## config.mk

```make
export PLATFORM = sky130hd
export DESIGN_NAME = exc_fetch_ctrl_flat
export DESIGN_NICKNAME = d
export VERILOG_FILES = /design/src/rtl/exc_fetch_ctrl_if.sv /design/src/rtl/exc_fetch_ctrl.sv /design/src/flat_wrapper.sv
export SDC_FILE = /design/constraint.sdc
export NUM_CORES = 1
export LEC_CHECK = 0
export ABC_AREA = 1
export BUFFER_PORTS_ARGS = -buffer_cell sky130_fd_sc_hd__buf_2
export CAP_MARGIN = 20
export CORE_UTILIZATION = 36
export CTS_CLUSTER_SIZE = 16
export DETAILED_ROUTE_END_ITERATION = 6
export GPL_TIMING_DRIVEN = 0
export HOLD_SLACK_MARGIN = 0.02
export PLACE_DENSITY = 0.7
export SLEW_MARGIN = 15
export SYNTH_ARGS = -nofsm -noshare
export SYNTH_HDL_FRONTEND = slang
export SYNTH_SLANG_ARGS = --single-unit
```

## constraint.sdc

```tcl
create_clock -name clk -period 2.1 [get_ports clk]
set_clock_uncertainty 0.2 [all_clocks]
set_input_delay 0.21 -clock clk [delete_from_list [all_inputs] [get_ports clk]]
set_output_delay 0.21 -clock clk [all_outputs]
set_load 0.02 [all_outputs]
```

## src/rtl/exc_fetch_ctrl_if.sv

```systemverilog
// Fetch-stage exception unit bus: fetch request and stall/flush controls
// going in, registered F/D exception fields and debug status coming out.
interface exc_fetch_ctrl_if #(
   parameter int ADDR_W = 32,
   parameter int EXC_W  = 5,
   parameter int CNT_W  = 8
);
   // Fetch side and pipeline controls
   logic [ADDR_W-1:0] InstrAddr;
   logic              Fetch_Valid;
   logic              Stall_F;
   logic              Flush;

   // F/D register contents and debug status
   logic [EXC_W-1:0]  ExcCode_D;
   logic              AdEL_D;
   logic [ADDR_W-1:0] BadVAddr_D;
   logic              Valid_D;
   logic              ExcPending;
   logic [CNT_W-1:0]  ExcCount;

   // Pipeline side: drives the fetch request, observes the D-stage result
   modport master (
      output InstrAddr, Fetch_Valid, Stall_F, Flush,
      input  ExcCode_D, AdEL_D, BadVAddr_D, Valid_D, ExcPending, ExcCount
   );

   // Exception unit side
   modport slave (
      input  InstrAddr, Fetch_Valid, Stall_F, Flush,
      output ExcCode_D, AdEL_D, BadVAddr_D, Valid_D, ExcPending, ExcCount
   );
endinterface

```

## src/rtl/exc_fetch_ctrl.sv

```systemverilog
// Fetch-stage exception unit.
// Flags misaligned or out-of-region fetch addresses, registers the result
// into the F/D boundary, and latches the first accepted fault until the
// pipe is flushed so that younger wrong-path fetches cannot replace it.
module exc_fetch_ctrl #(
   parameter int                ADDR_W     = 32,
   parameter int                ALIGN_BITS = 2,
   parameter logic [ADDR_W-1:0] R0_START   = ADDR_W'(32'h0000_3000),
   parameter logic [ADDR_W-1:0] R0_END     = ADDR_W'(32'h0000_6FFC),
   parameter bit                R1_EN      = 1'b0,
   parameter logic [ADDR_W-1:0] R1_START   = ADDR_W'(32'h0000_4180),
   parameter logic [ADDR_W-1:0] R1_END     = ADDR_W'(32'h0000_4FFC),
   parameter int                EXC_W      = 5,
   parameter logic [EXC_W-1:0]  EXC_ADEL   = EXC_W'(5'd4),
   parameter logic [EXC_W-1:0]  EXC_NONE   = EXC_W'(5'd0),
   parameter int                CNT_W      = 8
) (
   input  logic             clk,
   input  logic             reset,
   exc_fetch_ctrl_if.slave  bus
);

   typedef enum logic {
      RUN  = 1'b0,
      PEND = 1'b1
   } state_t;

   localparam logic [CNT_W-1:0] CNT_MAX = {CNT_W{1'b1}};

   state_t            r_state;
   logic [EXC_W-1:0]  r_exc_code;
   logic              r_adel;
   logic [ADDR_W-1:0] r_bad_vaddr;
   logic              r_valid;
   logic [CNT_W-1:0]  r_exc_count;

   logic              w_mis;
   logic              w_in0;
   logic              w_in1;
   logic              w_err;
   logic              w_err_acc;

   // Alignment check vanishes entirely when no low bits are constrained
   generate
      if (ALIGN_BITS > 0) begin : gen_align
         assign w_mis = |bus.InstrAddr[ALIGN_BITS-1:0];
      end else begin : gen_no_align
         assign w_mis = 1'b0;
      end
   endgenerate

   // Region membership, inclusive bounds, unsigned compare
   assign w_in0 = (bus.InstrAddr >= R0_START) && (bus.InstrAddr <= R0_END);

   generate
      if (R1_EN) begin : gen_r1
         assign w_in1 = (bus.InstrAddr >= R1_START) && (bus.InstrAddr <= R1_END);
      end else begin : gen_no_r1
         assign w_in1 = 1'b0;
      end
   endgenerate

   // Raw fault on a real fetch; masked while an older fault is outstanding
   assign w_err     = bus.Fetch_Valid & (w_mis | ~(w_in0 | w_in1));
   assign w_err_acc = w_err & (r_state == RUN);

   // F/D register, pending-fault FSM and debug counter (flush > stall > load)
   always_ff @(posedge clk or posedge reset) begin
      if (reset) begin
         r_state     <= RUN;
         r_exc_code  <= EXC_NONE;
         r_adel      <= 1'b0;
         r_bad_vaddr <= '0;
         r_valid     <= 1'b0;
         r_exc_count <= '0;
      end else if (bus.Flush) begin
         // Exception entry / ERET: drop whatever is in D, re-arm detection.
         // The counter is debug history and deliberately survives.
         r_state     <= RUN;
         r_exc_code  <= EXC_NONE;
         r_adel      <= 1'b0;
         r_bad_vaddr <= '0;
         r_valid     <= 1'b0;
      end else if (!bus.Stall_F) begin
         r_valid    <= bus.Fetch_Valid;
         r_adel     <= w_err_acc;
         r_exc_code <= w_err_acc ? EXC_ADEL : EXC_NONE;
         if (w_err_acc) begin
            // BadVAddr keeps the last fault otherwise, for post-mortem reads
            r_bad_vaddr <= bus.InstrAddr;
            r_state     <= PEND;
            if (r_exc_count != CNT_MAX) begin
               r_exc_count <= r_exc_count + 1'b1;
            end
         end
      end
   end

   assign bus.ExcCode_D  = r_exc_code;
   assign bus.AdEL_D     = r_adel;
   assign bus.BadVAddr_D = r_bad_vaddr;
   assign bus.Valid_D    = r_valid;
   assign bus.ExcPending = (r_state == PEND);
   assign bus.ExcCount   = r_exc_count;

endmodule

```

## src/flat_wrapper.sv

```systemverilog
// flat-port wrapper written by rule: the top's interface ports become plain ports
module exc_fetch_ctrl_flat 
#(
   parameter int                ADDR_W     = 32,
   parameter int                ALIGN_BITS = 2,
   parameter logic [ADDR_W-1:0] R0_START   = ADDR_W'(32'h0000_3000),
   parameter logic [ADDR_W-1:0] R0_END     = ADDR_W'(32'h0000_6FFC),
   parameter bit                R1_EN      = 1'b0,
   parameter logic [ADDR_W-1:0] R1_START   = ADDR_W'(32'h0000_4180),
   parameter logic [ADDR_W-1:0] R1_END     = ADDR_W'(32'h0000_4FFC),
   parameter int                EXC_W      = 5,
   parameter logic [EXC_W-1:0]  EXC_ADEL   = EXC_W'(5'd4),
   parameter logic [EXC_W-1:0]  EXC_NONE   = EXC_W'(5'd0),
   parameter int                CNT_W      = 8
)
  (clk, reset, bus_InstrAddr, bus_Fetch_Valid, bus_Stall_F, bus_Flush, bus_ExcCode_D, bus_AdEL_D, bus_BadVAddr_D, bus_Valid_D, bus_ExcPending, bus_ExcCount);
  exc_fetch_ctrl_if #(.ADDR_W(ADDR_W), .EXC_W(EXC_W), .CNT_W(CNT_W)) bus_i ();
  input  logic clk;
  input  logic reset;
  input wire logic [$bits(bus_i.InstrAddr)-1:0] bus_InstrAddr;
  input wire logic [$bits(bus_i.Fetch_Valid)-1:0] bus_Fetch_Valid;
  input wire logic [$bits(bus_i.Stall_F)-1:0] bus_Stall_F;
  input wire logic [$bits(bus_i.Flush)-1:0] bus_Flush;
  output wire logic [$bits(bus_i.ExcCode_D)-1:0] bus_ExcCode_D;
  output wire logic [$bits(bus_i.AdEL_D)-1:0] bus_AdEL_D;
  output wire logic [$bits(bus_i.BadVAddr_D)-1:0] bus_BadVAddr_D;
  output wire logic [$bits(bus_i.Valid_D)-1:0] bus_Valid_D;
  output wire logic [$bits(bus_i.ExcPending)-1:0] bus_ExcPending;
  output wire logic [$bits(bus_i.ExcCount)-1:0] bus_ExcCount;
  assign bus_i.InstrAddr = bus_InstrAddr;
  assign bus_i.Fetch_Valid = bus_Fetch_Valid;
  assign bus_i.Stall_F = bus_Stall_F;
  assign bus_i.Flush = bus_Flush;
  assign bus_ExcCode_D = bus_i.ExcCode_D;
  assign bus_AdEL_D = bus_i.AdEL_D;
  assign bus_BadVAddr_D = bus_i.BadVAddr_D;
  assign bus_Valid_D = bus_i.Valid_D;
  assign bus_ExcPending = bus_i.ExcPending;
  assign bus_ExcCount = bus_i.ExcCount;
  exc_fetch_ctrl #(.ADDR_W(ADDR_W), .ALIGN_BITS(ALIGN_BITS), .R0_START(R0_START), .R0_END(R0_END), .R1_EN(R1_EN), .R1_START(R1_START), .R1_END(R1_END), .EXC_W(EXC_W), .EXC_ADEL(EXC_ADEL), .EXC_NONE(EXC_NONE), .CNT_W(CNT_W)) u_core (.clk(clk), .reset(reset), .bus(bus_i));
endmodule
```

==> results of run 1 <==
[power groups by stage]
stage	sequential (mW)	combinational, mW	clock, mW
6_report	0.945	0.484	0.515
5_1_grt	0.957	0.540	0.567
4_1_cts	0.945	0.487	0.529
3_5_place_dp	0.961	0.436	0
3_3_place_gp	0.960	0.425	0
2_1_floorplan	1.04	0.199	0
[what timing repair did]
item	in CTS	in global routing
hold buffers	34	0
setup endpoints to repair	0	0
endpoints found under the hold margin	53	0
[synthesized netlist by cell type, types with 2 or more instances]
cell type and count:
nand2_1 69, nand3_1 65, dfrtp_1 43, nor2_1 15
inv_1 14, nand4_1 8, buf_6 6, buf_4 5
clkbuf_1 4, buf_2 3, xor2_1 3, nand3b_1 2
nor2_4 2, xnor2_1 2
[state kept, by name, summed over array words and instances (netlist names)]
register,cells
u_core.bus.BadVAddr_D,32
u_core.bus.ExcCode_D,1
u_core.bus.ExcCount,8
u_core.bus.ExcPending,1
u_core.bus.Valid_D,1
[layer usage]
layer	track usage, %	share of wire, %	vias to the layer above
met2	34.10	49	59
met1	24.80	46	965
li1	-	-	1070
met4	7.455	1.5	0
met3	2.743	3.6	9
met5	0	0	-
[critical path: stages]
cell	delay (ns)
dlygate4sd3_1	0.54
buf_2	0.13
nor2_1	0.09
nand2_1	0.06
nor2_1	0.14
nand2_1	0.09
nor2_1	0.17
nor2_4	0.08
clkbuf_8	0.17
nand3_1	0.07
nand2_1	0.06
[cells by family after synthesis]
kind of cell | Yosys count
AND/OR/NAND/NOR | 168
flip-flops | 43
buffers and inverters | 33
XOR/XNOR | 5
AO/OA/AOI/OAI | 2
adder cells (fa/ha/maj) | 1
other | 1
[area by class of cell]
cell class                      instances  share of cell area, %
Sequential cell                        43                  34.61
Clock inverter                          1                 0.1610
Tap cell                               72                  2.897
Multi-Input combinational cell        180                  28.69
Inverter                               14                  1.690
Clock buffer                            7                  2.455
Timing Repair Buffer                  115                  24.71
Buffer                                 19                  4.789
[worst max path at each step]
stage | endpoint | slack [ns] | cells past startpoint
2_1_floorplan | u_core.bus.ExcCount[7] | 0.46 | 7
3_3_place_gp | u_core.bus.ExcCount[3] | 0.1 | 2
3_5_place_dp | u_core.bus.ExcCount[4] | 0.35 | 7
4_1_cts | u_core.bus.BadVAddr_D[12] | 0.29 | 11
5_1_grt | u_core.bus.BadVAddr_D[4] | 0.13 | 11
6_report | u_core.bus.BadVAddr_D[4] | 0.26 | 11
==> results.yml, run 1 <==
outcome:
  status: "finished, final reports clean"
place:
  place_inst: 409
  place_ws_ns: 0.3517
  gp_congestion: 0.7740
  place_hpwl_mm: 3.918
  post_place_instance_area_sq_um: 2688
  numPortBuffers: 80
worst_hold_path:
  hold_path_end: "u_core.bus.ExcCode_D[2]"
  holdCritPathClass: "in2reg"
  hold-path-cell-count: 4
  worst_hold_startpoint: "bus_Flush"
yosys:
  synth_ff_type: "dfrtp_1"
  synth_compound_area_share_pct: 0.6377
  synth_sequential_area_ratio_pct: 49.86
  synth_top_area_share_pct: 49.86
  adder_cell_area_share_of_the_yosys_netlist_pct: 0.5797
  avgSynthCellArea_sq_um: 8.531
  syn_area_sq_um: 2158
  synth-edff-count: 0
  synth_top_family_by_area: "simple AND/OR/NAND/NOR gates"
  yosys.area.top_type: "dfrtp_1"
  synth_simple_gate_area_share_pct: 37.39
  synthTopCellsByArea: "dfrtp_1 50%, nand3_1 15%, nand2_1 12%, buf_6 3.1%, nor2_1 2.6%"
  synthCells: 253
  ys_seq_elements: 43
  synth.mux.area_fraction_pct: 0
  yosys.cell_types.count: 26
  synthArstFlopShare_pct: 100.0
  post_synth_xor_area_fraction_pct: 2.029
  synth-warning-count: 0
global_route:
  grt_usage_pct: 19.74
  grt_start_max_net_pins: 24
  via_count_of_the_first_global_routing_pass: 2180
  grt_overflow: 0
  initial_antenna_violation_count: 0
  grt_pass1_wl_mm: 9.735
power:
  clock_power_share_pct: 26.5
  seq_power_share_pct: 48.6
  intPower_mw: 1.329
  leakage_power_nw: 1.791
  overall_power_mw: 1.944
  pwr-share-comb_pct: 24.9
  power_switching_mw: 0.6149
  ir_drop_mv: 0.3387
  switching_share_pct: 31.63
  pwr_density_cell_nw_per_um2: 625.3
timing:
  max-slew-margin-rel_pct: 65.39
  fin_crit_sh_pct: 87.76
  hold_ws_ns: 0.04261
  grt_setup_unrepaired: "false"
  worst_slew_pin_slew_ns: 0.5191
  min_period_ns: 1.843
  max_freq_ghz: 0.5426
  setup-violations-final: 0
  worst_slack_ns: 0.2570
  setup-tns-final_ns: 0
  timing_max_transition_violations_final: 0
  timing.final.hold_violations: 0
final_layout:
  mostFrequentLayoutCell: "buf_2"
  layout.core_utilization_pct: 55.11
  layout.cells.most_common_list: "83 x buf_2, 69 x nand2_1, 65 x nand3_1, 43 x dfrtp_1, 34 x dlygate4sd3_1"
  regArea_sq_um: 1076
  stdcell_count: 451
  n_antenna_cell: 0
  area_growth_syn_to_layout_pct: 44.06
  nNetsFinal: 416
  multi_input_comb_area_sq_um: 892.1
  n_fill_cell: 542
  fraction_of_layout_instances_using_a_drive_strength_above_1_pct: 29.29
  stdcell_area_sq_um: 3109
critical_path:
  worst-setup-path-type: "in2reg"
  ff2ff_setup_slack_ns: 0.36
  critical_path_arrival_ns: 1.82
  cp-start-kind: "input pin"
  critical_path.reg2reg.endpoint: "u_core.bus.ExcCount[4]"
  cp_data_required_time_ns: 2.08
  startpoint: "bus_InstrAddr[26]"
  worst-r2r-cell-count: 7
  cp_max_fo: 10
  end_kind: "flop"
  worst_r2r_startpoint: "u_core.bus.ExcCount[0]"
clocking:
  clockBufferDepth: 2
  clk-insertion-delay-late_ns: 0.29
  cts_max_level: 2
  post-cts-setup-buffer-count: 0
  cts_repair_resize_count: 0
  cts-buffers-inserted: 5
  clk_pin_slew_worst_paths_ns: 0.08
  cts_sinks: 43
  clock-root-buffer: "clkbuf_8"
  tritoncts_clock_tree: "built"
detailed_routing:
  drt-vias-per-instance: 4.663
  dr.first_iter.drc_count: 86
  route.final.wire_length_mm: 5.774
  drt.antenna.violating_nets: 0
  wire_per_inst_um: 12.80
  route.detailed.drc: 0
  drt_first_pass_iters: 4
  dr_total_vias: 2103
floorplanning:
  die_w_um: 79.43
  effective_utilization_at_floorplan_pct: 38.26
  dieArea_sq_um: 6309
  die_h_um: 79.43
  core_sq_um: 5642
  design.portCount: 85
  rows: 27
job:
  timing.max_cap.violations: 0
Power figures use the tool's default switching activity.
==> inputs of run 2 (changes only) <==
Settings changed: CELL_PAD_IN_SITES_DETAIL_PLACEMENT from default to 1, CELL_PAD_IN_SITES_GLOBAL_PLACEMENT from default to 2, CORE_UTILIZATION 36 to 27, PLACE_DENSITY 0.7 to 0.87.
==> run 2 against run 1 <==
  * Sequential share of layout area is 0.92 points lower
  * Clock power is 50% higher
  * Register-to-register slack worse by 0.04 ns
  * Combinational power is 1% higher
  * Die area is 32% higher
==> results.yml, run 2 (synthesis results as in run 1) <==
place:
  place_inst: 439
  place_ws_ns: 0.3242
  numPortBuffers: 80
  gp_congestion: 0.7482
  place_hpwl_mm: 4.726
  post_place_instance_area_sq_um: 2718
final_layout:
  layout.core_utilization_pct: 41.34
  area_growth_syn_to_layout_pct: 48.00
  largest_reg_flops: 32
  stdcell_area_sq_um: 3194
  mostFrequentLayoutCell: "buf_2"
  n_antenna_cell: 0
  n_fill_cell: 958
  nNetsFinal: 416
  layout.cells.most_common_list: "83 x buf_2, 69 x nand2_1, 65 x nand3_1, 43 x dfrtp_1, 34 x dlygate4sd3_1"
  stdcell_count: 481
  fraction_of_layout_instances_using_a_drive_strength_above_1_pct: 29.82
clocking:
  clk-insertion-delay-late_ns: 0.30
  cts_max_level: 2
  cts-buffers-inserted: 5
  cts_repair_resize_count: 0
  cts_sinks: 43
  clock-root-buffer: "clkbuf_8"
  clockBufferDepth: 2
  clk_pin_slew_worst_paths_ns: 0.09
  tritoncts_clock_tree: "built"
global_route:
  gr-usage-met1_pct: 20.16
  grt_start_max_net_pins: 26
  initial_antenna_violation_count: 0
  global_route.usage.met3_pct: 3.183
  grt_usage_pct: 16.44
  via_count_of_the_first_global_routing_pass: 2273
  top_usage_layer: "met2"
  grt_util_met2_pct: 29.76
  grt_overflow: 0
  grt_pass1_wl_mm: 10.90
floorplanning:
  core_sq_um: 7727
  die_h_um: 91.41
  design.portCount: 85
  effective_utilization_at_floorplan_pct: 27.93
  rows: 32
  dieArea_sq_um: 8355
  die_w_um: 91.41
timing:
  timing.final.hold_violations: 0
  worst_slack_ns: 0.2747
  grt_setup_unrepaired: "false"
  timing_max_transition_violations_final: 0
  worst_slew_pin_slew_ns: 0.5154
  setup-tns-final_ns: 0
  max_freq_ghz: 0.5479
  max-slew-margin-rel_pct: 65.64
  setup-violations-final: 0
  min_period_ns: 1.825
  fin_crit_sh_pct: 86.92
  hold_ws_ns: 0.02020
detailed_routing:
  dr.first_iter.drc_count: 75
  route.detailed.drc: 0
  dr_total_vias: 2155
  wire_per_inst_um: 13.50
  drt-vias-per-instance: 4.480
  drt.antenna.violating_nets: 0
  drt_first_pass_iters: 4
  route.final.wire_length_mm: 6.493
critical_path:
  cp_max_fo: 10
  cp-start-kind: "input pin"
  critical_path_arrival_ns: 1.82
  end_kind: "flop"
  cp_data_required_time_ns: 2.10
  ff2ff_setup_slack_ns: 0.32
  worst-r2r-cell-count: 7
  worst-setup-path-type: "in2reg"
outcome:
  status: "finished, final reports clean"
power:
  pwr_density_cell_nw_per_um2: 692.7
  ir_drop_mv: 0.3639
  overall_power_mw: 2.213
  leakage_power_nw: 1.810
job:
  timing.max_cap.violations: 0
worst_hold_path:
  holdCritPathClass: "in2reg"
  hold-path-cell-count: 4
[run 2: critical path: stages]
cell and delay, ns:
dlygate4sd3_1 0.54, buf_2 0.14, nor2_1 0.10, nand2_1 0.06
nor2_1 0.12, nand2_1 0.09, nor2_1 0.18, nor2_4 0.08
clkbuf_8 0.17, nand3_1 0.08, nand2_1 0.05
[run 2: final cells by class]
cell class | instances | area (sq um) | share of cell area (%)
clock inverter | 3 | 67.56 | 2.115
sequential | 43 | 1076 | 33.69
tap | 102 | 127.6 | 3.995
inverter | 14 | 52.55 | 1.645
buffer | 19 | 148.9 | 4.661
timing repair buffer | 115 | 760.7 | 23.82
multi-input combinational | 180 | 892.1 | 27.93
clock buffer | 5 | 68.82 | 2.154
[run 2: power breakdown]
group	switching (mW)	internal [mW]	total, mW
combinational	0.285	0.203	0.489
clock	0.299	0.474	0.774
sequential	0.0600	0.890	0.950
[run 2: what timing repair did]
action,CTS,global route
hold endpoints to repair,51,0
hold buffers,34,0
setup buffers,0,0
[run 2: path summary, 6_finish.rpt]
| kind | start | to |
|---|---|---|
| max in group asynchronous | reset | u_core.bus.BadVAddr_D[3] |
| max | bus_InstrAddr[26] | u_core.bus.BadVAddr_D[5] |
| max reg2reg | u_core.bus.ExcCount[0] | u_core.bus.ExcCount[7] |
| min | bus_Flush | u_core.bus.ExcCode_D[2] |
| min reg2reg | u_core.bus.BadVAddr_D[21] | u_core.bus.BadVAddr_D[21] |
| min in group asynchronous | reset | u_core.bus.BadVAddr_D[15] |
[run 2: per-layer routing]
layer,vias up,wire (um)
met5,-,0
met3,8,262
met2,53,3294
met4,0,77
li1,1070,-
met1,1024,2858
